`src/rtl/rle_encoder_param.sv`:
```
// rtl/rle_encoder_param.sv - parametrised run-length encoder with valid/ready on both sides
// Optional transfer counters stat_in_count/stat_out_count exist only when RLE_STATS_EN is defined.
`timescale 1ns/1ps
module rle_encoder_param #(
    parameter int                DATA_W  = 8,
    parameter int                CNT_W   = 8,
    parameter logic [DATA_W-1:0] ESC     = 8'h1B,
    parameter int                MIN_RUN = 3
) (
    input  logic              data_clock,
    input  logic              reset,
    input  logic [DATA_W-1:0] Data_In,
    input  logic              in_valid,
    input  logic              in_last,
    output logic              in_ready,
    output logic [DATA_W-1:0] Data_out,
    output logic              Data_valid,
    input  logic              out_ready
`ifdef RLE_STATS_EN
    ,
    output logic [31:0]       stat_in_count,
    output logic [31:0]       stat_out_count
`endif
);

    localparam logic [CNT_W-1:0] MAX_RUN   = '1;
    localparam logic [CNT_W-1:0] MIN_RUN_C = CNT_W'(MIN_RUN);

    typedef enum logic [1:0] {S_IDLE, S_RUN, S_EMIT} state_t;

    state_t              r_state, w_state;
    logic [DATA_W-1:0]   r_cur_sym, w_cur_sym;
    logic [CNT_W-1:0]    r_cur_cnt, w_cur_cnt;
    logic [DATA_W-1:0]   r_emit_sym, w_emit_sym;
    logic [CNT_W-1:0]    r_emit_cnt, w_emit_cnt;
    logic [CNT_W-1:0]    r_beat, w_beat;
    logic                r_flush, w_flush;
    logic [DATA_W-1:0]   r_data_out, w_data_out;
    logic                r_data_valid, w_data_valid;
    logic                w_start;
    logic                w_in_fire;
    logic                w_out_fire;

    function automatic logic is_encoded(input logic [DATA_W-1:0] sym, input logic [CNT_W-1:0] cnt);
        return (cnt >= MIN_RUN_C) || (sym == ESC);
    endfunction

    function automatic logic [DATA_W-1:0] beat_word(input logic [DATA_W-1:0] sym,
                                                    input logic [CNT_W-1:0]  cnt,
                                                    input logic [CNT_W-1:0]  idx);
        logic [DATA_W-1:0] w;
        w = sym;
        if (is_encoded(sym, cnt)) begin
            if (idx == CNT_W'(0)) begin
                w = ESC;
            end else if (idx == CNT_W'(1)) begin
                w              = '0;
                w[CNT_W-1:0]   = cnt;
            end
        end
        return w;
    endfunction

    function automatic logic is_last_beat(input logic [DATA_W-1:0] sym,
                                          input logic [CNT_W-1:0]  cnt,
                                          input logic [CNT_W-1:0]  idx);
        if (is_encoded(sym, cnt))
            return idx == CNT_W'(2);
        return idx == (cnt - CNT_W'(1));
    endfunction

    assign in_ready   = !reset && (r_state != S_EMIT);
    assign w_in_fire  = in_valid && in_ready;
    assign w_out_fire = r_data_valid && out_ready;
    assign Data_out   = r_data_out;
    assign Data_valid = r_data_valid;

    always_comb begin
        w_state      = r_state;
        w_cur_sym    = r_cur_sym;
        w_cur_cnt    = r_cur_cnt;
        w_emit_sym   = r_emit_sym;
        w_emit_cnt   = r_emit_cnt;
        w_beat       = r_beat;
        w_flush      = r_flush;
        w_data_out   = r_data_out;
        w_data_valid = r_data_valid;
        w_start      = 1'b0;
        case (r_state)
            S_IDLE: begin
                if (w_in_fire) begin
                    if (in_last) begin
                        w_emit_sym = Data_In;
                        w_emit_cnt = CNT_W'(1);
                        w_cur_cnt  = '0;
                        w_flush    = 1'b0;
                        w_start    = 1'b1;
                    end else begin
                        w_cur_sym = Data_In;
                        w_cur_cnt = CNT_W'(1);
                        w_state   = S_RUN;
                    end
                end
            end
            S_RUN: begin
                if (w_in_fire) begin
                    if (Data_In == r_cur_sym && r_cur_cnt != MAX_RUN) begin
                        if (in_last) begin
                            w_emit_sym = r_cur_sym;
                            w_emit_cnt = r_cur_cnt + CNT_W'(1);
                            w_cur_cnt  = '0;
                            w_flush    = 1'b0;
                            w_start    = 1'b1;
                        end else begin
                            w_cur_cnt = r_cur_cnt + CNT_W'(1);
                        end
                    end else begin
                        // Run broke or saturated: the new symbol becomes the held run.
                        w_emit_sym = r_cur_sym;
                        w_emit_cnt = r_cur_cnt;
                        w_cur_sym  = Data_In;
                        w_cur_cnt  = CNT_W'(1);
                        w_flush    = in_last;
                        w_start    = 1'b1;
                    end
                end
            end
            S_EMIT: begin
                if (w_out_fire) begin
                    if (!is_last_beat(r_emit_sym, r_emit_cnt, r_beat)) begin
                        w_beat     = r_beat + CNT_W'(1);
                        w_data_out = beat_word(r_emit_sym, r_emit_cnt, r_beat + CNT_W'(1));
                    end else if (r_flush) begin
                        w_emit_sym = r_cur_sym;
                        w_emit_cnt = r_cur_cnt;
                        w_cur_cnt  = '0;
                        w_flush    = 1'b0;
                        w_start    = 1'b1;
                    end else begin
                        w_data_valid = 1'b0;
                        w_state      = (r_cur_cnt == '0) ? S_IDLE : S_RUN;
                    end
                end
            end
            default: w_state = S_IDLE;
        endcase
        if (w_start) begin
            w_beat       = '0;
            w_data_out   = beat_word(w_emit_sym, w_emit_cnt, '0);
            w_data_valid = 1'b1;
            w_state      = S_EMIT;
        end
    end

    always_ff @(posedge data_clock) begin
        if (reset) begin
            r_state      <= S_IDLE;
            r_cur_sym    <= '0;
            r_cur_cnt    <= '0;
            r_emit_sym   <= '0;
            r_emit_cnt   <= '0;
            r_beat       <= '0;
            r_flush      <= 1'b0;
            r_data_out   <= '0;
            r_data_valid <= 1'b0;
        end else begin
            r_state      <= w_state;
            r_cur_sym    <= w_cur_sym;
            r_cur_cnt    <= w_cur_cnt;
            r_emit_sym   <= w_emit_sym;
            r_emit_cnt   <= w_emit_cnt;
            r_beat       <= w_beat;
            r_flush      <= w_flush;
            r_data_out   <= w_data_out;
            r_data_valid <= w_data_valid;
        end
    end

`ifdef RLE_STATS_EN
    logic [31:0] r_stat_in;
    logic [31:0] r_stat_out;

    always_ff @(posedge data_clock) begin
        if (reset) begin
            r_stat_in  <= '0;
            r_stat_out <= '0;
        end else begin
            if (w_in_fire && r_stat_in != '1)
                r_stat_in <= r_stat_in + 32'd1;
            if (w_out_fire && r_stat_out != '1)
                r_stat_out <= r_stat_out + 32'd1;
        end
    end

    assign stat_in_count  = r_stat_in;
    assign stat_out_count = r_stat_out;
`endif

endmodule
```
`config.mk`:
```
export PLATFORM = sky130hd
export DESIGN_NAME = rle_encoder_param
export DESIGN_NICKNAME = d
export VERILOG_FILES = /design/src/rtl/rle_encoder_param.sv
export SDC_FILE = /design/constraint.sdc
export NUM_CORES = 1
export LEC_CHECK = 0
export ABC_AREA = 1
export CORE_ASPECT_RATIO = 1.25
export CORE_MARGIN = 2
export CORE_UTILIZATION = 40
export CTS_CLUSTER_SIZE = 8
export DETAILED_ROUTE_END_ITERATION = 12
export DONT_BUFFER_PORTS = 1
export GPL_TIMING_DRIVEN = 0
export HOLD_SLACK_MARGIN = 0.08
export PLACE_DENSITY = 0.66
export SLEW_MARGIN = 15
export SYNTH_ARGS = -nofsm -noshare
export SYNTH_HDL_FRONTEND = slang
export SYNTH_SLANG_ARGS = --single-unit
```
`constraint.sdc`:
```
create_clock -name data_clock -period 2.8 [get_ports data_clock]
set_clock_uncertainty 0.2 [all_clocks]
set_input_delay 0.7 -clock data_clock [delete_from_list [all_inputs] [get_ports data_clock]]
set_output_delay 0.7 -clock data_clock [all_outputs]
set_load 0.01 [all_outputs]
```
; ---- Word level (Yosys, flattened, before mapping)
; Cells that the tools add are included.
[word_totals]
reg_bits = 52
latchBits = 0
ramBits = 0
mem_bits_ro = 0
out_inout_bits = 10
elab_cells = 142
n_memories = 0
[classes]
add_sub_neg = 3
n_mul = 0
n_div = 0
magnitude_cmp = 2
eq_ne = 26
n_shift = 0
n_mux = 75
bitwise = 2
reduce_logical = 24
[ops]
columns = operator, count
row1 = 2-to-1 mux 8 bit, 35
row2 = case mux 8 bit (3 select lines), 3
row3 = 2-to-1 mux 1 bit, 27
row4 = inequality test 2 bit (second input constant), 11
row5 = AND reduction 6 bit, 3
row6 = adder 8 x 1 -> 8 bit (second input constant), 2
row7 = equality test 8 x 5 -> 1 bit (second input constant), 2
row8 = equality test 8 bit, 2
row9 = >= comparator 8 x 2 -> 1 bit (second input constant), 2
row10 = zero test 8 bit, 2
row11 = case mux 8 bit (2 select lines), 1
row12 = inequality test 3 bit (second input constant), 5
row13 = 2-to-1 mux 2 bit, 6
row14 = AND reduction 5 bit, 2
row15 = equality test 8 x 1 -> 1 bit (second input constant), 1
row16 = equality test 8 x 2 -> 1 bit (second input constant), 1
row17 = inequality test 8 bit (second input constant), 1
row18 = nonzero test 2 bit, 4
row19 = subtractor 8 x 1 -> 8 bit (second input constant), 1
row20 = case mux 1 bit (3 select lines), 2
row21 = case mux 2 bit (3 select lines), 1
row22 = AND reduction 3 bit, 2
row23 = logical AND 1 bit, 4
row24 = AND reduction 4 bit, 1
row25 = 9 further kinds, 11

; ---- Logic depth before layout (Yosys ltp)
[depth]
ltp_word = 15
depth_mapped = 23

; ---- Worst setup path after synthesis
; OpenSTA, ideal clock, no wires.
[synth_timing]
path_kind = input-to-reg
startpoint = in Data_In[2]
endpoint = reg r_data_out[0] (netlist: Data_out[0])
setup_time_ns = 0.122
arrival_time_ns = 2.468
required_time_ns = 2.478
slack_ns = 0.010
stages = 16
n_path_buf = 1
cell_sequence = xor2_1 nor2_1 nand2_1 nor2_1 nand2_1 buf_2 nand2_1 o211ai_1 a21boi_0 nand3_1 nand2_1 o21ai_0 nor2_2 nand3_1 nand2_1 a21oi_2
[synth_via]
elab_chain_cells = 9
word_cells_on_any_way = 22
classes_between = order compare (1) / eq/ne (3) / mux (13) / reduce/logical (5)
[synth_lines]
columns = element, line
row1 = "start, declared", 12  ; input logic [DATA_W-1:0] Data_In,
row2 = equality test 8 bit, 107  ; if (Data_In == r_cur_sym && r_cur_cnt != MAX_RUN) begin
row3 = logical AND 1 bit, 107
row4 = 2-to-1 mux 8 bit, 107
row5 = 2-to-1 mux 8 bit, 106  ; if (w_in_fire) begin
row6 = case mux 8 bit (3 select lines), 89  ; case (r_state)
row7 = >= comparator 8 x 2 -> 1 bit or equality test 8 x 5 -> 1 bit (tied branches), 45  ; return (cnt >= MIN_RUN_C) || (sym == ESC);
row8 = logical OR 1 bit, 45
row9 = 2-to-1 mux 8 bit, 53  ; if (is_encoded(sym, cnt)) begin
row10 = 2-to-1 mux 8 bit, 147  ; if (w_start) begin
row11 = "end signal, assigned", 174  ; r_data_out <= w_data_out;
row12 = "end, declared", 38  ; logic [DATA_W-1:0] r_data_out, w_data_out;
; Several ways; a longest one is shown, not always the timed one.
; A chain may end at the register's enable or synchronous reset.

; ---- Worst setup path after layout
[layout_timing]
startpoint = reg r_emit_cnt[0]
endpoint = reg r_data_out[7] (netlist: Data_out[7])
[layout_via]
elab_chain_cells = 15
word_cells_on_any_way = 38
classes_between = add/sub (1) / order compare (2) / eq/ne (3) / mux (27) / reduce/logical (5)
[layout_lines]
columns = element, line
row1 = "start, declared", 35  ; logic [CNT_W-1:0] r_emit_cnt, w_emit_cnt;
row2 = "start signal, assigned", 171  ; r_emit_cnt <= w_emit_cnt;
row3 = >= comparator 8 x 2 -> 1 bit, 45
row4 = logical OR 1 bit, 45
row5 = 2-to-1 mux 1 bit, 67  ; if (is_encoded(sym, cnt))
row6 = 2-to-1 mux 1 bit, 129  ; if (w_out_fire) begin
row7 = 2-to-1 mux 1 bit, 89
row8 = 2-to-1 mux 1 bit, 69  ; return idx == (cnt - CNT_W'(1));
row9 = 2-to-1 mux 1 bit, 129
row10 = 2-to-1 mux 1 bit, 89
row11 = 2-to-1 mux 8 bit, 130  ; if (!is_last_beat(r_emit_sym, r_emit_cnt, r_beat)) begin
row12 = 2-to-1 mux 8 bit, 129
row13 = case mux 8 bit (3 select lines), 89
row14 = >= comparator 8 x 2 -> 1 bit or equality test 8 x 5 -> 1 bit (tied branches), 45
row15 = logical OR 1 bit, 45
row16 = 2-to-1 mux 8 bit, 53
row17 = 2-to-1 mux 8 bit, 147
; Several ways; a longest one is shown, not always the timed one. The select of a mux whose other input is x is not followed.

==> flow_summary_export.csv <==
group,metric,value,unit
synth,synth_area_leaders,"dfxtp_1 25%, nand2_1 13%, nand3_1 8.2%",
floorplanning,die_x,95.63,µm
power,internal_power,1739,µW
final_layout,fin_area,5254,µm²
hold_path,hold_path_startpoint,"reset",
power,p_leak,0.002192,µW
power,combinationalPowerShare,47.6,%
power,irDropWorstVdd,248.4,µV
synth,syn-instance-count,685,
setup_path,reg2reg_to,"Data_out[7]$_SDFFE_PP0P_",
sta,hold_viol_final,0,
setup_path,required,2.84,ns
final_layout,drive_above_1_share,25.00,%
final_layout,final_cell_mix,"124 x nand2_1, 70 x nor2_1, 63 x inv_1, 57 x nand3_1, 57 x a21oi_1",
cts,htreeDepth,2,
cts,cts_made_buffers,5,
setup_path,reg2reg_depth,20,
sta,fin_crit,3.071,ns
synth,synth_ff_type,"dfxtp_1",
synth,yosysTopAreaCell,"dfxtp_1",
synth,yosys_warnings,0,
power,seqPwrFrac,31.2,%
setup_path,cp_max_fo,8,
final_layout,multi_input_area,3082,µm²
floorplanning,io_pins,23,
setup_path,reg2reg_from,"r_emit_cnt[0]$_SDFF_PP0_",
synth,avgSynthCellArea,6.128,µm²
sta,finalWorstSetupSlack,-0.2711,ns
detailed_routing,drt_iter0_drc,329,
placement,gp_congestion,0.9907,
sta,setup_viol,19,
cts,ctsRootBufferMaster,"clkbuf_16",
outcome,outcome,"finished, violations left",
cts,clock_latency,0.30,ns
final_layout,num-nets-final,755,
sta,final_max_slew_viol_count,0,
synth,syn-cell-area,4198,µm²
detailed_routing,ant_nets,0,
detailed_routing,via_count,4876,
power,p_sw_share,43.59,%
setup_path,start_kind,"register",
final_layout,fin_util,51.72,%
floorplanning,rows,41,
setup_path,crit_type,"register to register",
global_routing,grt_usage,24.38,%
final_layout,seqCellArea,1050,µm²
synth,synth_edf_count,0,
synth,ys_seq_area_share,24.80,%
hold_path,whs_endpoint,"r_cur_cnt[1]$_SDFFE_PP0P_",
placement,place_area,4359,µm²
global_routing,grt_pass1_vias,4506,
final_layout,final_common_cell,"nand2_1",
placement,port-buffer-count,0,
sta,holdWs,0.2677,ns
hold_path,hold_depth,1,
floorplanning,dieArea,11330,µm²
global_routing,grt_overflow,0,
floorplanning,core,10160,µm²
sta,worst_pin_slew,0.6675,ns
floorplanning,die_y,118.5,µm
setup_path,reg2reg_slack,-0.27,ns
cts,cts_num_sinks,52,
flow_run,drv_cap,0,
power,power.share.clock,21.2,%
outcome,violations,"negative setup slack",
placement,dp_hpwl,10.53,mm
cts,clk_pin_slew,0.08,ns
detailed_routing,drc,0,
final_layout,n_fill_cell,1018,
synth,ys_ff_latch,52,
synth,synth.net_count,709,
power,power_density,586.6,nW/µm²
global_routing,grt_max_degree,19,
synth,yosys.area.top_type_share,24.80,%
power,p_switching,1343,µW
detailed_routing,wl,14.33,mm
power,p_total,3082,µW
synth,ys_async_sr_fraction,0,%
global_routing,grt_pass1_wl,21.87,mm
floorplanning,start_util,41.33,%
cts,cts_tree,"done",
final_layout,antenna_cells,0,
hold_path,hold_class,"input pin to register",
global_routing,antenna_found_initial,0,
detailed_routing,via_per_inst,5.663,
detailed_routing,firstDrtPassIters,5,
synth,synth_cell_types,40,
sta,slew_headroom,55.50,%
sta,grt_setup_unrepaired,"yes",
setup_path,arrival,3.11,ns
detailed_routing,wl_per_cell,16.65,µm
final_layout,area_growth,25.16,%
setup_path,worstSetupEndpointType,"register",
sta,fmax,0.3256,GHz
cts,cts_buffer_depth,2,
sta,final.period_utilization,109.7,%
[logic make-up (layout without fill, tap and decap cells)]
logic type	Yosys count	count (layout)	synth area share [%]
AO/OA/AOI/OAI	142	142	18.87
XOR/XNOR	19	19	4.143
buffers and inverters	106	152	10.40
adder cells (fa/ha/maj)	11	11	3.279
flip-flops	52	52	24.80
AND/OR/NAND/NOR	355	356	38.51
[routing by layer]
| layer | GRT usage, % | routed length, µm |
|---|---|---|
| met1 | 28.52 | 5705 |
| met2 | 42.74 | 7349 |
| met5 | 0 | 0 |
| met4 | 11.43 | 562 |
| met3 | 3.314 | 714 |
[metrics by stage]
step	worst slack [ns]	cells	setup TNS, ns
5_1_grt	-0.4053	861	-7.239
2_1_floorplan	0.01047	685	0
4_1_cts	-0.1477	848	-1.610
3_5_place_dp	-0.7614	814	-18.15
3_3_place_gp	-0.7440	814	-17.48
6_report	-0.2711	861	-3.356
[worst max-delay path: stages (launching register included)]
cell     delay [ns]
dfxtp_4        0.37
ha_4           0.16
nor2_4         0.08
nand2_2        0.06
nor2_4         0.19
buf_6          0.15
nand4_1        0.10
nand2_1        0.09
nand2_2        0.07
nor2_4         0.18
buf_4          0.14
buf_4          0.10
buf_4          0.11
nand4_1        0.08
nand3_1        0.11
a21oi_2        0.08
nor2_4         0.14
o21ai_4        0.08
nor2_4         0.21
nand4_1        0.16
a21oi_1        0.16
[power groups by stage]
| stage | Combinational [µW] | Sequential, µW | Clock (µW) |
|---|---|---|---|
| 2_1_floorplan | 868 | 936 | 0 |
| 3_3_place_gp | 1090 | 963 | 0 |
| 3_5_place_dp | 1120 | 967 | 0 |
| 4_1_cts | 1270 | 951 | 662 |
| 5_1_grt | 1600 | 971 | 689 |
| 6_report | 1470 | 961 | 654 |
[final cells by class]
cell class,instances,share of cell area (%)
buffer,25,3.048
clock buffer,5,2.382
clock inverter,3,0.5239
inverter,80,5.882
multi-input combinational,528,58.66
sequential,52,19.98
tap,129,3.072
timing repair buffer,39,6.454
[registers in the layout, summed over array words and instances, names as in the netlist]
register,flops
r_beat,8
r_emit_sym,8
r_cur_cnt,8
Data_out,8
r_state,2
r_emit_cnt,8
Data_valid,1
r_cur_sym,8
r_flush,1
[synth_stat cells (3+ instances only)]
cell type / n
nand2_1: 149
nor2_1: 85
inv_1: 71
nand3_1: 69
a21oi_1: 65
dfxtp_1: 52
o21ai_0: 47
nand4_1: 25
xor2_1: 17
clkbuf_1: 16
ha_1: 11
o211ai_1: 11
a21oi_2: 10
nand2_2: 8
inv_2: 7
buf_2: 4
nor2_4: 4
buf_6: 3
nand3_2: 3
nor2_2: 3
[worst max path at each step]
| stage | slack [ns] | start | depth (start not counted) | end |
|---|---|---|---|---|
| floorplan | 0.01 | Data_In[2] | 16 | Data_out[0]$_SDFFE_PP0P_ |
| global placement | -0.74 | r_state[0]$_SDFFE_PP0P_ | 16 | Data_out[7]$_SDFFE_PP0P_ |
| detailed placement | -0.76 | r_state[0]$_SDFFE_PP0P_ | 17 | Data_out[0]$_SDFFE_PP0P_ |
| CTS | -0.15 | r_emit_cnt[0]$_SDFF_PP0_ | 21 | Data_out[3]$_SDFFE_PP0P_ |
| global route | -0.41 | r_emit_cnt[0]$_SDFF_PP0_ | 20 | Data_out[7]$_SDFFE_PP0P_ |
| finish | -0.27 | r_emit_cnt[0]$_SDFF_PP0_ | 20 | Data_out[7]$_SDFFE_PP0P_ |
[what timing repair did]
item | in CTS | in global routing
resized for setup | 64 | 74
pin swaps | 25 | 46
hold buffers | 0 | 0
setup endpoints to repair | 48 | 37
buffers inserted | 24 | 13
cloned | 4 | 0
Power figures use the tool's default switching activity.
